[src/rtl/k005297_dleval_gen.sv]
// ============================================================================
// Module   : k005297_dleval_gen
// Brief    : Data-length evaluator. Counts lane-group bit strobes up to the
//            boot/page effective length, then launches the SUPBD phase.
//            Optional factory short-test input enabled by DLEVAL_TST_EN.
// Revision : 1.0
// ============================================================================
`default_nettype none

module k005297_dleval_gen #(
    parameter int CNT_W    = 10,
    parameter int BOOT_LEN = 480,
    parameter int PAGE_LEN = 512
) (
    input  logic             i_MCLK,
    input  logic             i_SYS_RST,
    input  logic             i_CLK2M_PCEN_n,
    input  logic [1:0]       i_LANE_SEL,
    input  logic             i_UMODE_n,
    input  logic             i_START,
    input  logic             i_BIT_STB,
    input  logic             i_BYTEACQ_DONE,
    input  logic             i_SUPBD_END_n,
`ifdef DLEVAL_TST_EN
    input  logic             i_TST,
`endif
    output logic [CNT_W-1:0] o_DLCNT,
    output logic             o_BUSY,
    output logic             o_EFFBD_DONE,
    output logic             o_SUPBD_START_n
);

    // One spare bit so the sum of count and step can never alias below target.
    localparam int SUM_W = CNT_W + 1;
    localparam logic [SUM_W-1:0] C_BOOT_TGT = SUM_W'(BOOT_LEN);
    localparam logic [SUM_W-1:0] C_PAGE_TGT = SUM_W'(PAGE_LEN);

    typedef enum logic [1:0] {
        ST_IDLE      = 2'd0,
        ST_RUN       = 2'd1,
        ST_WAIT_BYTE = 2'd2,
        ST_SUPBD     = 2'd3
    } state_t;

    state_t           state_q;
    logic [CNT_W-1:0] cnt_q;
    logic [2:0]       step_q;
    logic             mode_q;
    logic             done_q;
    logic             start_n_q;

    logic [SUM_W-1:0] cnt_sum_d;
    logic [SUM_W-1:0] target_d;
    logic             reach_d;

    function automatic logic [2:0] lane_step(input logic [1:0] sel);
        case (sel)
            2'b00:   lane_step = 3'd1;
            2'b10:   lane_step = 3'd4;
            default: lane_step = 3'd2;
        endcase
    endfunction

    always_comb begin
        cnt_sum_d = {1'b0, cnt_q} + SUM_W'(step_q);
        target_d  = mode_q ? C_BOOT_TGT : C_PAGE_TGT;
        reach_d   = (cnt_sum_d >= target_d);
    end

    always_ff @(posedge i_MCLK) begin
        if (i_SYS_RST) begin
            state_q   <= ST_IDLE;
            cnt_q     <= '0;
            step_q    <= 3'd1;
            mode_q    <= 1'b0;
            done_q    <= 1'b0;
            start_n_q <= 1'b1;
        end else if (!i_CLK2M_PCEN_n) begin
            start_n_q <= 1'b1;
            // START restarts from any state and swallows a coincident strobe.
            if (i_START) begin
                state_q <= ST_RUN;
                step_q  <= lane_step(i_LANE_SEL);
                mode_q  <= i_UMODE_n;
                cnt_q   <= '0;
                done_q  <= 1'b0;
            end else begin
                case (state_q)
                    ST_IDLE: begin
                        state_q <= ST_IDLE;
                    end
                    ST_RUN: begin
`ifdef DLEVAL_TST_EN
                        if (i_TST) begin
                            done_q  <= 1'b1;
                            state_q <= ST_WAIT_BYTE;
                        end else
`endif
                        if (i_BIT_STB) begin
                            cnt_q <= cnt_sum_d[CNT_W-1:0];
                            if (reach_d) begin
                                done_q  <= 1'b1;
                                state_q <= ST_WAIT_BYTE;
                            end
                        end
                    end
                    ST_WAIT_BYTE: begin
                        if (i_BYTEACQ_DONE) begin
                            start_n_q <= 1'b0;
                            state_q   <= ST_SUPBD;
                        end
                    end
                    ST_SUPBD: begin
                        if (!i_SUPBD_END_n) begin
                            done_q  <= 1'b0;
                            state_q <= ST_IDLE;
                        end
                    end
                    default: state_q <= ST_IDLE;
                endcase
            end
        end
    end

    assign o_DLCNT         = cnt_q;
    assign o_BUSY          = (state_q != ST_IDLE);
    assign o_EFFBD_DONE    = done_q;
    assign o_SUPBD_START_n = start_n_q;

endmodule

`default_nettype wire
[config.mk]
export PLATFORM = sky130hd
export DESIGN_NAME = k005297_dleval_gen
export DESIGN_NICKNAME = d
export VERILOG_FILES = /design/src/rtl/k005297_dleval_gen.sv
export SDC_FILE = /design/constraint.sdc
export NUM_CORES = 1
export LEC_CHECK = 0
export ABC_CLOCK_PERIOD_IN_PS = 2900
export BUFFER_PORTS_ARGS = -buffer_cell sky130_fd_sc_hd__buf_2
export CORE_UTILIZATION = 48
export DETAILED_ROUTE_END_ITERATION = 10
export MAX_ROUTING_LAYER = met4
export PLACE_DENSITY = 0.7
export REMOVE_ABC_BUFFERS = 1
export SLEW_MARGIN = 10
export SYNTH_ARGS = -nofsm -noshare
export SYNTH_HDL_FRONTEND = slang
export SYNTH_SLANG_ARGS = --single-unit
[constraint.sdc]
create_clock -name i_MCLK -period 2.9 [get_ports i_MCLK]
set_clock_uncertainty 0.15 [all_clocks]
set_input_delay 0.145 -clock i_MCLK [delete_from_list [all_inputs] [get_ports i_MCLK]]
set_output_delay 0.145 -clock i_MCLK [all_outputs]
set_load 0.02 [all_outputs]
==> qor.log, run 1 <==
qor: worst_setup_path.worst-endpoint-required 2.96 ns
qor: die.boundaryPins 23
qor: clock_tree.clockRootBuffer sky130_fd_sc_hd__clkbuf_4
qor: power_and_ir_drop.static-leakage-power 0.664 nW
qor: grt.grt_util_all_layers 25.0%
qor: sta.timing.setup.tns -0.708 ns
qor: clock_tree.cts-htree-levels 1
qor: clock_tree.ctsLongestPathBuffers 2
qor: worst_setup_path.path_buf_inv 1
qor: worst_setup_path.crit_path_end_kind register
qor: grt.pin_count_of_the_biggest_net_entering_global_routing 20
qor: worst_setup_path.critical_path_arrival 3.24 ns
qor: layout.n_antenna_cell 0
qor: synthesis.yosysMostFrequentCell sky130_fd_sc_hd__nor2_1
qor: synthesis.synth_area_leaders sky130_fd_sc_hd__dfxtp_1, sky130_fd_sc_hd__ha_1, sky130_fd_sc_hd__nor2_1
qor: worst_setup_path.worst_path_largest_cell_delay 0.37 ns
qor: die.die-width 52.2 um
qor: synthesis.yosysWarnings 0
qor: drt.drt_wl_total 2.84 mm
qor: worst_setup_path.critPathTopFamily compound AO/OA/AOI/OAI gates
qor: grt.global_route_wire_length_before_repair 4.91 mm
qor: hold_path.hp-class primary input to register
qor: worst_setup_path.timing.critical_path.cells ha_4 -> inv_2 -> fa_2 -> nor2b_2 -> o2111a_2 -> nand3_2 -> xnor2_2 -> ha_4 -> a21oi_4 -> o21ai_2 -> a311oi_2 -> o41ai_4 -> and2_4 -> a221oi_2
qor: synthesis.synth.lib_cells_used.distinct 37
qor: sta.post-route-period-util 110%
qor: drt.drtPass1Iterations 4
qor: power_and_ir_drop.power_density 320 nW/um^2
qor: clock_tree.cts_inserted_buffers 3
qor: sta.hold_viol 0
qor: layout.final_core_util 67.8%
qor: drt.drt_iter0_markers 21
qor: synthesis.synthesis.instances 144
qor: synthesis.post_synth_instance_area 1210 sq um
qor: run_status.status finished with violations
qor: worst_setup_path.critical_path.most_common_cell sky130_fd_sc_hd__ha_4
qor: worst_setup_path.startpoint_kind_of_the_worst_setup_timing_path register
qor: clock_tree.path_clk_slew 0.11 ns
qor: layout.syn2layout_area_growth 28.7%
qor: sta.maximum_clock_frequency 0.315 GHz
qor: die.number_of_core_rows 17
qor: power_and_ir_drop.vdd.ir_drop.worst 0.213 mV
qor: synthesis.postSynth.asyncResetShare 0%
qor: die.die_area 2730 sq um
qor: synthesis.synth_area_per_cell 8.40 sq um
qor: power_and_ir_drop.design_power_total 0.498 mW
qor: worst_setup_path.reg2reg_setup_slack -0.28 ns
qor: clock_tree.sink_count_of_the_clock_tree 18
qor: worst_setup_path.worst-setup-path-type register to register
qor: synthesis.synth_seq_area_share 29.8%
qor: worst_setup_path.timing.critical_path.slowest_stage_cell sky130_fd_sc_hd__dfxtp_2
qor: sta.rsz_0062_raised_after_global_routing yes
qor: die.start_util 52.7%
qor: drt.drc_errors_left 0
qor: placement.buffer_ports.inserted 22
qor: drt.post_drt_wl_per_cell 13.8 um
qor: drt.via_count 1153
qor: drt.route.antenna.remaining_nets 0
qor: synthesis.synth_enable_flop_cells 0
qor: grt.antenna_found_initial 0
qor: synthesis.netlist.top_cell.by_area sky130_fd_sc_hd__dfxtp_1
qor: synthesis.top_post_synthesis_cells_by_count sky130_fd_sc_hd__nor2_1, sky130_fd_sc_hd__dfxtp_1, sky130_fd_sc_hd__ha_1
qor: sta.worst_slew_margin_rel 71.1%
qor: clock_tree.clk-insertion-delay-late 0.29 ns
qor: placement.finalWeightedCongestion 0.872
qor: synthesis.synth-seq-cells 18
qor: worst_setup_path.path_max_fanout 4
qor: worst_setup_path.capturing_point_of_the_worst_reg2reg_path state_q[0]
qor: synthesis.synthFlopType sky130_fd_sc_hd__dfxtp_1
qor: hold_path.min_path_cells 3
qor: die.core 2300 sq um
qor: placement.detailedPlacementHpwl 2.06 mm
qor: sta.post-route-min-period 3.18 ns
qor: sta.final-setup-viol-count 3
qor: layout.drive_gt1_share 33.1%
qor: worst_setup_path.worst_r2r_startpoint o_DLCNT[0]
qor: placement.pre_cts_slack -0.283 ns
qor: job.drv.max_cap_violation_count 0
qor: run_status.failed_checks setup timing
qor: clock_tree.tritoncts yes
qor: synthesis.yosys.area.top_type_share 29.8%
qor: sta.finalWorstSetupSlack -0.278 ns
qor: grt.first_global_vias 1146
qor: sta.worst_slew_pin_slew 0.430 ns
qor: die.chipHeight 52.2 um
qor: layout.layout.nets 202
qor: sta.slew_violations 0
qor: worst_setup_path.reg2reg_path_depth 14
qor: hold_path.whs_endpoint o_SUPBD_START_n
qor: grt.overflow 0
qor: drt.vias_per_cell 5.60
qor: hold_path.worstHoldStart i_CLK2M_PCEN_n
## layout by cell type (no fill, tap or decap), types with 2 or more instances in the layout
cell and count:
sky130_fd_sc_hd__a22oi_1 7, sky130_fd_sc_hd__nor2_1 25, sky130_fd_sc_hd__nand3_2 2, sky130_fd_sc_hd__ha_1 10, sky130_fd_sc_hd__a31oi_1 2, sky130_fd_sc_hd__dfxtp_1 16, sky130_fd_sc_hd__clkbuf_4 3, sky130_fd_sc_hd__buf_4 11
sky130_fd_sc_hd__buf_2 22, sky130_fd_sc_hd__or2_2 2, sky130_fd_sc_hd__ha_4 2, sky130_fd_sc_hd__mux2i_1 2, sky130_fd_sc_hd__inv_1 8, sky130_fd_sc_hd__dlygate4sd3_1 2, sky130_fd_sc_hd__xnor2_1 5, sky130_fd_sc_hd__o21ai_0 4
sky130_fd_sc_hd__a311oi_1 2, sky130_fd_sc_hd__a21oi_1 7, sky130_fd_sc_hd__nand2_1 6, sky130_fd_sc_hd__a311oi_2 2, sky130_fd_sc_hd__dfxtp_2 2, sky130_fd_sc_hd__nor3b_1 3, sky130_fd_sc_hd__nand2b_1 4, sky130_fd_sc_hd__nand3_1 3
sky130_fd_sc_hd__and3_1 2
## power by group
group          internal [mW]  switching, mW  total [mW]  leakage [nW]
registers              0.253        0.00429       0.257         0.146
logic                 0.0356         0.0463      0.0819         0.496
clock network         0.0764         0.0824       0.159        0.0210
## per-stage QoR
step | std cells | hold slack (ns) | cell area, sq um
finish | 206 | 0.0703 | 1560
global route | 206 | 0.0822 | 1560
CTS | 206 | 0.0510 | 1520
detailed placement | 199 | 0.247 | 1410
global placement | 199 | 0.231 | 1410
floorplan | 139 | 0.0612 | 1190
## logic make-up (layout without fill, tap and decap cells)
kind of cell	count (synthesis)	count (layout)	share of synthesized area, %
xor gates and xnor gates	7	7	5.07
AOI/OAI and AO/OA	35	35	21.7
DFF	18	18	29.8
adders and majority gates	13	13	14.1
and+or+nand+nor	55	55	23.4
buffers and inverters	14	48	4.34
muxes	2	2	1.65
## worst min-delay path: cells and delay by family
family | cells | cell delay, ns
simple gates | 1 | 0.08
buf+inv | 1 | 0.15
compound gates | 1 | 0.10
## sequential cells by signal, summed over array words and instances, names as in the netlist
signal           cells
o_EFFBD_DONE         1
step_q               3
mode_q               1
o_DLCNT             10
state_q              2
o_SUPBD_START_n      1
## worst max path at each step
stage | slack, ns | cells after the start | to | startpoint
finish | -0.28 | 14 | state_q[0] | o_DLCNT[0]
global route | -0.42 | 13 | state_q[0] | o_DLCNT[1]
CTS | -0.22 | 14 | state_q[0] | o_DLCNT[0]
detailed placement | -0.28 | 14 | state_q[0] | o_DLCNT[0]
global placement | -0.16 | 14 | state_q[0] | o_DLCNT[0]
floorplan | -0.33 | 14 | state_q[0] | o_DLCNT[0]
## layer usage
layer | track usage [%] | part of all wire, % | vias up
li1 | - | - | 580
met1 | 31.8 | 48 | 540
met2 | 40.2 | 47 | 29
met3 | 3.77 | 3.9 | 4
met4 | 9.21 | 1.1 | 0
met5 | - | 0 | -
## area by class of cell
class	count	area (sq um)
Multi-Input combinational cell	112	877
Inverter	9	33.8
Tap cell	28	35.0
Timing Repair Buffer	35	213
Clock buffer	4	36.3
Sequential cell	18	363
Fill cell	189	739
## what timing repair did
item                       CTS  global route
buffers inserted             1             0
pin swaps                    0             1
hold buffers                 2             0
setup endpoints to repair    3             3
resized for setup           12             5
hold endpoints to repair     2             0
Note: power is estimated with default switching activity, not from simulation.
==> inputs of run 2 (changes only) <==
Settings changed: ABC_AREA set to 1, CORE_ASPECT_RATIO set to 2.
==> run 2 against run 1 <==
  * The run ends with DRC left
  * Utilization shrank 6.6 points
  * First-iteration DRC count grew 76%
  * Wire length grew 5.5%
  * Largest cell class unchanged
  * Largest power group unchanged
==> qor.log, run 2 <==
qor: run_status.status finished with violations
qor: run_status.failed_checks DRC
qor: sta.timing.setup.tns 0 ns
qor: clock_tree.path_clk_slew 0.06 ns
qor: grt.pin_count_of_the_biggest_net_entering_global_routing 16
qor: worst_setup_path.critical_path_arrival 2.89 ns
qor: drt.post_drt_wl_per_cell 12.8 um
qor: synthesis.synth-seq-cells 18
qor: sta.worst_slew_margin_rel 62.6%
qor: sta.worst_slew_pin_slew 0.558 ns
qor: synthesis.yosysMostFrequentCell sky130_fd_sc_hd__nand2_1
qor: layout.multi_input_comb_area 835 sq um
qor: sta.finalHoldWorstSlack 0.0397 ns
qor: sta.rsz_0062_raised_after_global_routing yes
qor: die.core 2540 sq um
qor: layout.layout.area.seq 363 sq um
qor: sta.slew_violations 0
qor: clock_tree.sink_count_of_the_clock_tree 18
qor: die.die-width 38.4 um
qor: synthesis.synth_enable_flop_cells 0
qor: die.die_area 2870 sq um
qor: power_and_ir_drop.design_power_total 0.548 mW
qor: layout.most-common-layout-cells sky130_fd_sc_hd__nand2_1, sky130_fd_sc_hd__inv_1, sky130_fd_sc_hd__buf_2, sky130_fd_sc_hd__dfxtp_1, sky130_fd_sc_hd__a21oi_1
qor: placement.buffer_ports.inserted 22
qor: layout.syn2layout_area_growth 22.4%
qor: synthesis.yosysWarnings 0
qor: drt.drt_wl_total 3.00 mm
qor: synthesis.synth_area_leaders sky130_fd_sc_hd__dfxtp_1, sky130_fd_sc_hd__ha_1, sky130_fd_sc_hd__nand2_1
qor: layout.fillCellCount 227
qor: layout.final_core_util 61.2%
qor: synthesis.top_post_synthesis_cells_by_count sky130_fd_sc_hd__nand2_1, sky130_fd_sc_hd__inv_1, sky130_fd_sc_hd__dfxtp_1
qor: drt.drc_errors_left 1
qor: placement.detailedPlacementHpwl 2.26 mm
qor: layout.final_common_cell sky130_fd_sc_hd__nand2_1
qor: clock_tree.tritoncts yes
qor: layout.largest_reg_flops 10
qor: layout.layout.nets 231
qor: grt.overflow 0
qor: placement.dp_cells 226
qor: grt.antenna_found_initial 0
qor: power_and_ir_drop.power_density 353 nW/um^2
qor: synthesis.synthFlopType sky130_fd_sc_hd__dfxtp_1
qor: drt.route.antenna.remaining_nets 0
qor: layout.drive_gt1_share 27.7%
qor: power_and_ir_drop.vdd.ir_drop.worst 0.296 mV
qor: synthesis.synth_seq_area_share 28.4%
qor: sta.final-setup-viol-count 0
qor: die.chipHeight 74.7 um
qor: clock_tree.cts-htree-levels 1
qor: worst_setup_path.crit_path_end_kind register
qor: synthesis.postSynth.asyncResetShare 0%
qor: sta.hold_viol 0
qor: placement.finalWeightedCongestion 0.818
qor: grt.first_global_vias 1239
qor: sta.maximum_clock_frequency 0.351 GHz
qor: synthesis.synth_area_per_cell 7.13 sq um
qor: hold_path.hp-class primary input to register
qor: die.boundaryPins 23
qor: grt.global_route_wire_length_before_repair 4.77 mm
qor: power_and_ir_drop.static-leakage-power 0.733 nW
qor: die.start_util 50.0%
qor: drt.vias_per_cell 5.32
qor: worst_setup_path.worst-setup-path-type register to register
qor: synthesis.yosys.area.top_type_share 28.4%
qor: clock_tree.clockRootBuffer sky130_fd_sc_hd__clkbuf_8
qor: clock_tree.ctsLongestPathBuffers 2
qor: drt.drt_iter0_markers 37
qor: layout.finish.cell_count_without_fillers 234
qor: layout.n_antenna_cell 0
qor: grt.grt_util_all_layers 23.6%
qor: synthesis.synth.lib_cells_used.distinct 32
qor: clock_tree.clk-insertion-delay-late 0.25 ns
qor: synthesis.netlist.top_cell.by_area sky130_fd_sc_hd__dfxtp_1
qor: worst_setup_path.path_max_fanout 5
qor: sta.post-route-period-util 98.3%
qor: worst_setup_path.startpoint_kind_of_the_worst_setup_timing_path register
qor: clock_tree.cts_inserted_buffers 3
qor: sta.post-route-min-period 2.85 ns
qor: worst_setup_path.worst-endpoint-required 2.94 ns
qor: synthesis.synthesis.instances 178
qor: die.number_of_core_rows 26
qor: synthesis.post_synth_instance_area 1270 sq um
qor: drt.drtPass1Iterations 7
qor: job.drv.max_cap_violation_count 0
qor: drt.via_count 1245
run 2: layout make-up:
| cell class | count | area share, % |
|---|---|---|
| clock buffers | 3 | 2.66 |
| well taps | 28 | 2.25 |
| multi-input cells | 125 | 53.7 |
| inverters | 32 | 7.73 |
| repair buffers | 28 | 10.3 |
| flip-flops and latches | 18 | 23.3 |
run 2: worst paths after layout:
check	from	end	slack (ns)	depth (start not counted)
setup / recovery	step_q[0]	state_q[1]	0.05	21
hold / removal	i_UMODE_n	mode_q	0.04	3
setup reg to reg	step_q[0]	state_q[1]	0.05	21
hold reg to reg	o_SUPBD_START_n	o_SUPBD_START_n	0.31	1
run 2: cell families after synthesis:
| kind of cell | after synthesis | synth area share, % |
|---|---|---|
| XOR/XNOR | 3 | 2.07 |
| adder cells (fa/ha/maj) | 13 | 13.4 |
| AND/OR/NAND/NOR | 83 | 33.6 |
| buffers and inverters | 35 | 10.5 |
| flip-flops | 18 | 28.4 |
| AO/OA/AOI/OAI | 26 | 12.0 |
run 2: stage by stage:
stage                     instance area (sq um)  worst slack [ns]
after detailed placement                   1410            0.0344
after global placement                     1410            0.0943
after global routing                       1550            -0.105
final                                      1550            0.0480
after floorplan                            1260            0.0960
after CTS                                  1480            0.0328
run 2: layer usage:
metal / wire [um] / vias to the layer above / track usage [%] / share of wire (%)
li1: - / 625 / - / -
met1: 1120 / 587 / 20.6 / 37
met2: 1740 / 27 / 47.5 / 58
met3: 74 / 6 / 2.65 / 2.5
met4: 62 / 0 / 8.43 / 2.1
met5: 0 / - / - / 0
run 2: critical path: stages, from the launching register on:
cell	delay (ns)
sky130_fd_sc_hd__dfxtp_2	0.36
sky130_fd_sc_hd__ha_4	0.14
sky130_fd_sc_hd__inv_2	0.04
sky130_fd_sc_hd__fa_2	0.37
sky130_fd_sc_hd__inv_2	0.06
sky130_fd_sc_hd__nand3_2	0.07
sky130_fd_sc_hd__nand2_2	0.12
sky130_fd_sc_hd__nand3_4	0.11
sky130_fd_sc_hd__xor2_4	0.19
sky130_fd_sc_hd__ha_4	0.28
sky130_fd_sc_hd__nand2_2	0.05
sky130_fd_sc_hd__nor3_2	0.14
sky130_fd_sc_hd__nand2_1	0.07
sky130_fd_sc_hd__inv_1	0.06
sky130_fd_sc_hd__nand3_1	0.07
sky130_fd_sc_hd__nand2_1	0.09
sky130_fd_sc_hd__nand2_2	0.07
sky130_fd_sc_hd__nand2_4	0.10
sky130_fd_sc_hd__nand3_2	0.07
sky130_fd_sc_hd__nand2_1	0.08
sky130_fd_sc_hd__inv_1	0.03
sky130_fd_sc_hd__nor2_1	0.07
run 2: timing repair:
action / in CTS / in global routing
hold buffers: 2 / 0
resized for setup: 1 / 12
endpoints found under the hold margin: 2 / 0
setup endpoints to repair: 3 / 3
buffers inserted: 1 / 2
pin swaps: 1 / 14
run 2: power by group:
part	leakage, nW	internal [mW]	switching (mW)
clock network	0.0216	0.0921	0.0782
logic	0.565	0.0442	0.0695
registers	0.147	0.257	0.00730
total	0.733	0.393	0.155
==> inputs of run 3 (changes only) <==
Settings changed: PLACE_DENSITY 0.7 to 0.76.
==> run 3 against run 2 <==
  * Clock power increased by 24%
  * First-iteration DRC count decreased by 54%
  * Register-to-register slack improved by 0.08 ns
  * Hold slack got worse by 0.0026 ns
  * Sequential cell count unchanged
  * Utilization increased by 0.25 points
  * The flow still finishes with violations (DRC)
  * Power increased by 7.3%
  * Worst setup slack improved by 0.077 ns
  * Non-clock buffer count increased by 2
  * Wire length increased by 2.6%
  * Combinational power about the same
  * Design area increased by 0.40%
==> qor.log, run 3 (synthesis results as in run 2) <==
qor: drt.drt_wl_total 3.07 mm
qor: sta.finalHoldWorstSlack 0.0370 ns
qor: worst_setup_path.timing.critical_path.slowest_stage_cell sky130_fd_sc_hd__dfxtp_2
qor: layout.layout.nets 233
qor: power_and_ir_drop.switching_share 28.3%
qor: die.die-width 38.4 um
qor: grt.global_route_wire_length_before_repair 4.57 mm
qor: sta.hold_viol 0
qor: drt.drtPass1Iterations 7
qor: run_status.status finished with violations
qor: sta.post-route-period-util 95.7%
qor: layout.final_common_cell sky130_fd_sc_hd__nand2_1
qor: power_and_ir_drop.vdd.ir_drop.worst 0.375 mV
qor: layout.drive_gt1_share 27.3%
qor: sta.final-setup-viol-count 0
qor: die.start_util 50.0%
qor: placement.placement.cell_area 1410 sq um
qor: worst_setup_path.critical_path_arrival 2.82 ns
qor: sta.post-route-min-period 2.77 ns
qor: worst_setup_path.critical_path.most_common_cell sky130_fd_sc_hd__nand2_1
qor: sta.timing.setup.tns 0 ns
qor: layout.n_antenna_cell 0
qor: worst_setup_path.path_max_fanout 5
qor: layout.syn2layout_area_growth 22.9%
qor: drt.post_drt_wl_per_cell 13.0 um
qor: clock_tree.path_clk_slew 0.07 ns
qor: die.chipHeight 74.7 um
qor: clock_tree.cts-htree-levels 1
qor: layout.multi_input_comb_area 808 sq um
qor: layout.finish.cell_count_without_fillers 237
qor: drt.drt_iter0_markers 17
qor: hold_path.hp-class primary input to register
qor: sta.rsz_0062_raised_after_global_routing yes
qor: run_status.failed_checks DRC
qor: placement.buffer_ports.inserted 22
qor: power_and_ir_drop.design_power_total 0.588 mW
qor: grt.antenna_found_initial 0
qor: placement.dp_cells 226
qor: sta.maximum_clock_frequency 0.360 GHz
qor: layout.largest_reg_flops 10
qor: job.drv.max_cap_violation_count 0
qor: grt.grt_util_all_layers 22.9%
qor: sta.worst_slew_margin_rel 60.6%
qor: layout.layout.area.seq 364 sq um
qor: die.die_area 2870 sq um
qor: die.core 2540 sq um
qor: drt.via_count 1255
qor: worst_setup_path.critPathTopFamily simple AND/OR/NAND/NOR gates
qor: power_and_ir_drop.combinationalPowerShare 19.2%
qor: layout.final_area 1560 sq um
qor: placement.finalWeightedCongestion 0.873
qor: power_and_ir_drop.power_density 377 nW/um^2
qor: sta.worst_slew_pin_slew 0.586 ns
qor: drt.route.antenna.remaining_nets 0
qor: clock_tree.ctsLongestPathBuffers 2
qor: grt.overflow 0
qor: drt.vias_per_cell 5.30
qor: worst_setup_path.worst-endpoint-required 2.95 ns
qor: sta.slew_violations 0
qor: clock_tree.cts_inserted_buffers 3
qor: die.boundaryPins 23
qor: worst_setup_path.reg2reg_setup_slack 0.13 ns
qor: clock_tree.clk-insertion-delay-late 0.26 ns
qor: power_and_ir_drop.static-leakage-power 0.751 nW
qor: power_and_ir_drop.p_sw 0.167 mW
qor: clock_tree.tritoncts yes
qor: power_and_ir_drop.power_frac_seq 45.0%
qor: worst_setup_path.path_buf_inv 4
qor: placement.detailedPlacementHpwl 2.22 mm
qor: worst_setup_path.startpoint_kind_of_the_worst_setup_timing_path register
qor: power_and_ir_drop.power.internal 0.421 mW
qor: layout.fillCellCount 258
qor: grt.first_global_vias 1176
qor: worst_setup_path.crit_path_end_kind register
qor: grt.pin_count_of_the_biggest_net_entering_global_routing 16
qor: die.number_of_core_rows 26
qor: layout.most-common-layout-cells sky130_fd_sc_hd__nand2_1, sky130_fd_sc_hd__inv_1, sky130_fd_sc_hd__buf_2, sky130_fd_sc_hd__a21oi_1, sky130_fd_sc_hd__dfxtp_1
qor: worst_setup_path.timing.critical_path.cells ha_4 -> inv_2 -> fa_2 -> inv_2 -> nand3_2 -> nand2_2 -> nand3_4 -> xor2_2 -> ha_1 -> nand2_1 -> nor3_2 -> nand2_1 -> inv_1 -> nand3_1 -> nand2_1 -> nand2_2 -> nand2_4 -> nand3_2 -> nand2_1 -> inv_1 -> nor2_1
qor: clock_tree.sink_count_of_the_clock_tree 18
qor: power_and_ir_drop.power_frac_clock 35.8%
qor: worst_setup_path.worst-setup-path-type register to register
qor: clock_tree.clockRootBuffer sky130_fd_sc_hd__clkbuf_8
qor: drt.drc_errors_left 1
qor: worst_setup_path.worst_path_largest_cell_delay 0.37 ns
## run 3: changes by cell type in the layout (fill, tap and decap cells not counted), sizes merged
cell	delta
clkbuf	+1
buf	+1
dlygate4sd3	+1
## run 3: worst paths after layout
check	from	endpoint	cells past startpoint
min	i_CLK2M_PCEN_n	o_SUPBD_START_n	2
max	o_DLCNT[0]	state_q[0]	21
max reg2reg	o_DLCNT[0]	state_q[0]	21
min reg2reg	o_SUPBD_START_n	o_SUPBD_START_n	1
## run 3: power by group through the flow
stage,registers [mW],clock network (mW),logic [mW]
6_report,0.264,0.211,0.113
5_1_grt,0.265,0.220,0.126
4_1_cts,0.263,0.211,0.109
3_5_place_dp,0.269,0,0.104
3_3_place_gp,0.268,0,0.100
2_1_floorplan,0.270,0,0.0662
## run 3: final cells by class
type | count | share of cell area (%)
repair buffers | 30 | 11.4
inverters | 32 | 7.70
flip-flops and latches | 18 | 23.3
well taps | 28 | 2.25
multi-input cells | 125 | 51.8
clock buffers | 4 | 3.53
## run 3: through the flow
step	worst slack (ns)	util [%]
2_1_floorplan	0.0960	-
3_3_place_gp	0.107	55.5
3_5_place_dp	-0.00201	55.5
4_1_cts	0.0423	59.1
5_1_grt	-0.0853	61.5
6_report	0.125	61.5
## run 3: timing repair
action,in CTS,in global routing
hold buffers,3,0
hold endpoints to repair,2,0
setup buffers,0,4
setup endpoints to repair,2,3
gates resized for setup,2,9
pin swaps,0,3
## run 3: layer usage
metal	up-vias	global-route usage [%]	share of wire, %
li1	633	-	-
met1	580	19.5	37
met4	0	12.6	3.2
met5	-	-	0
met3	12	2.06	2.3
met2	30	44.6	57
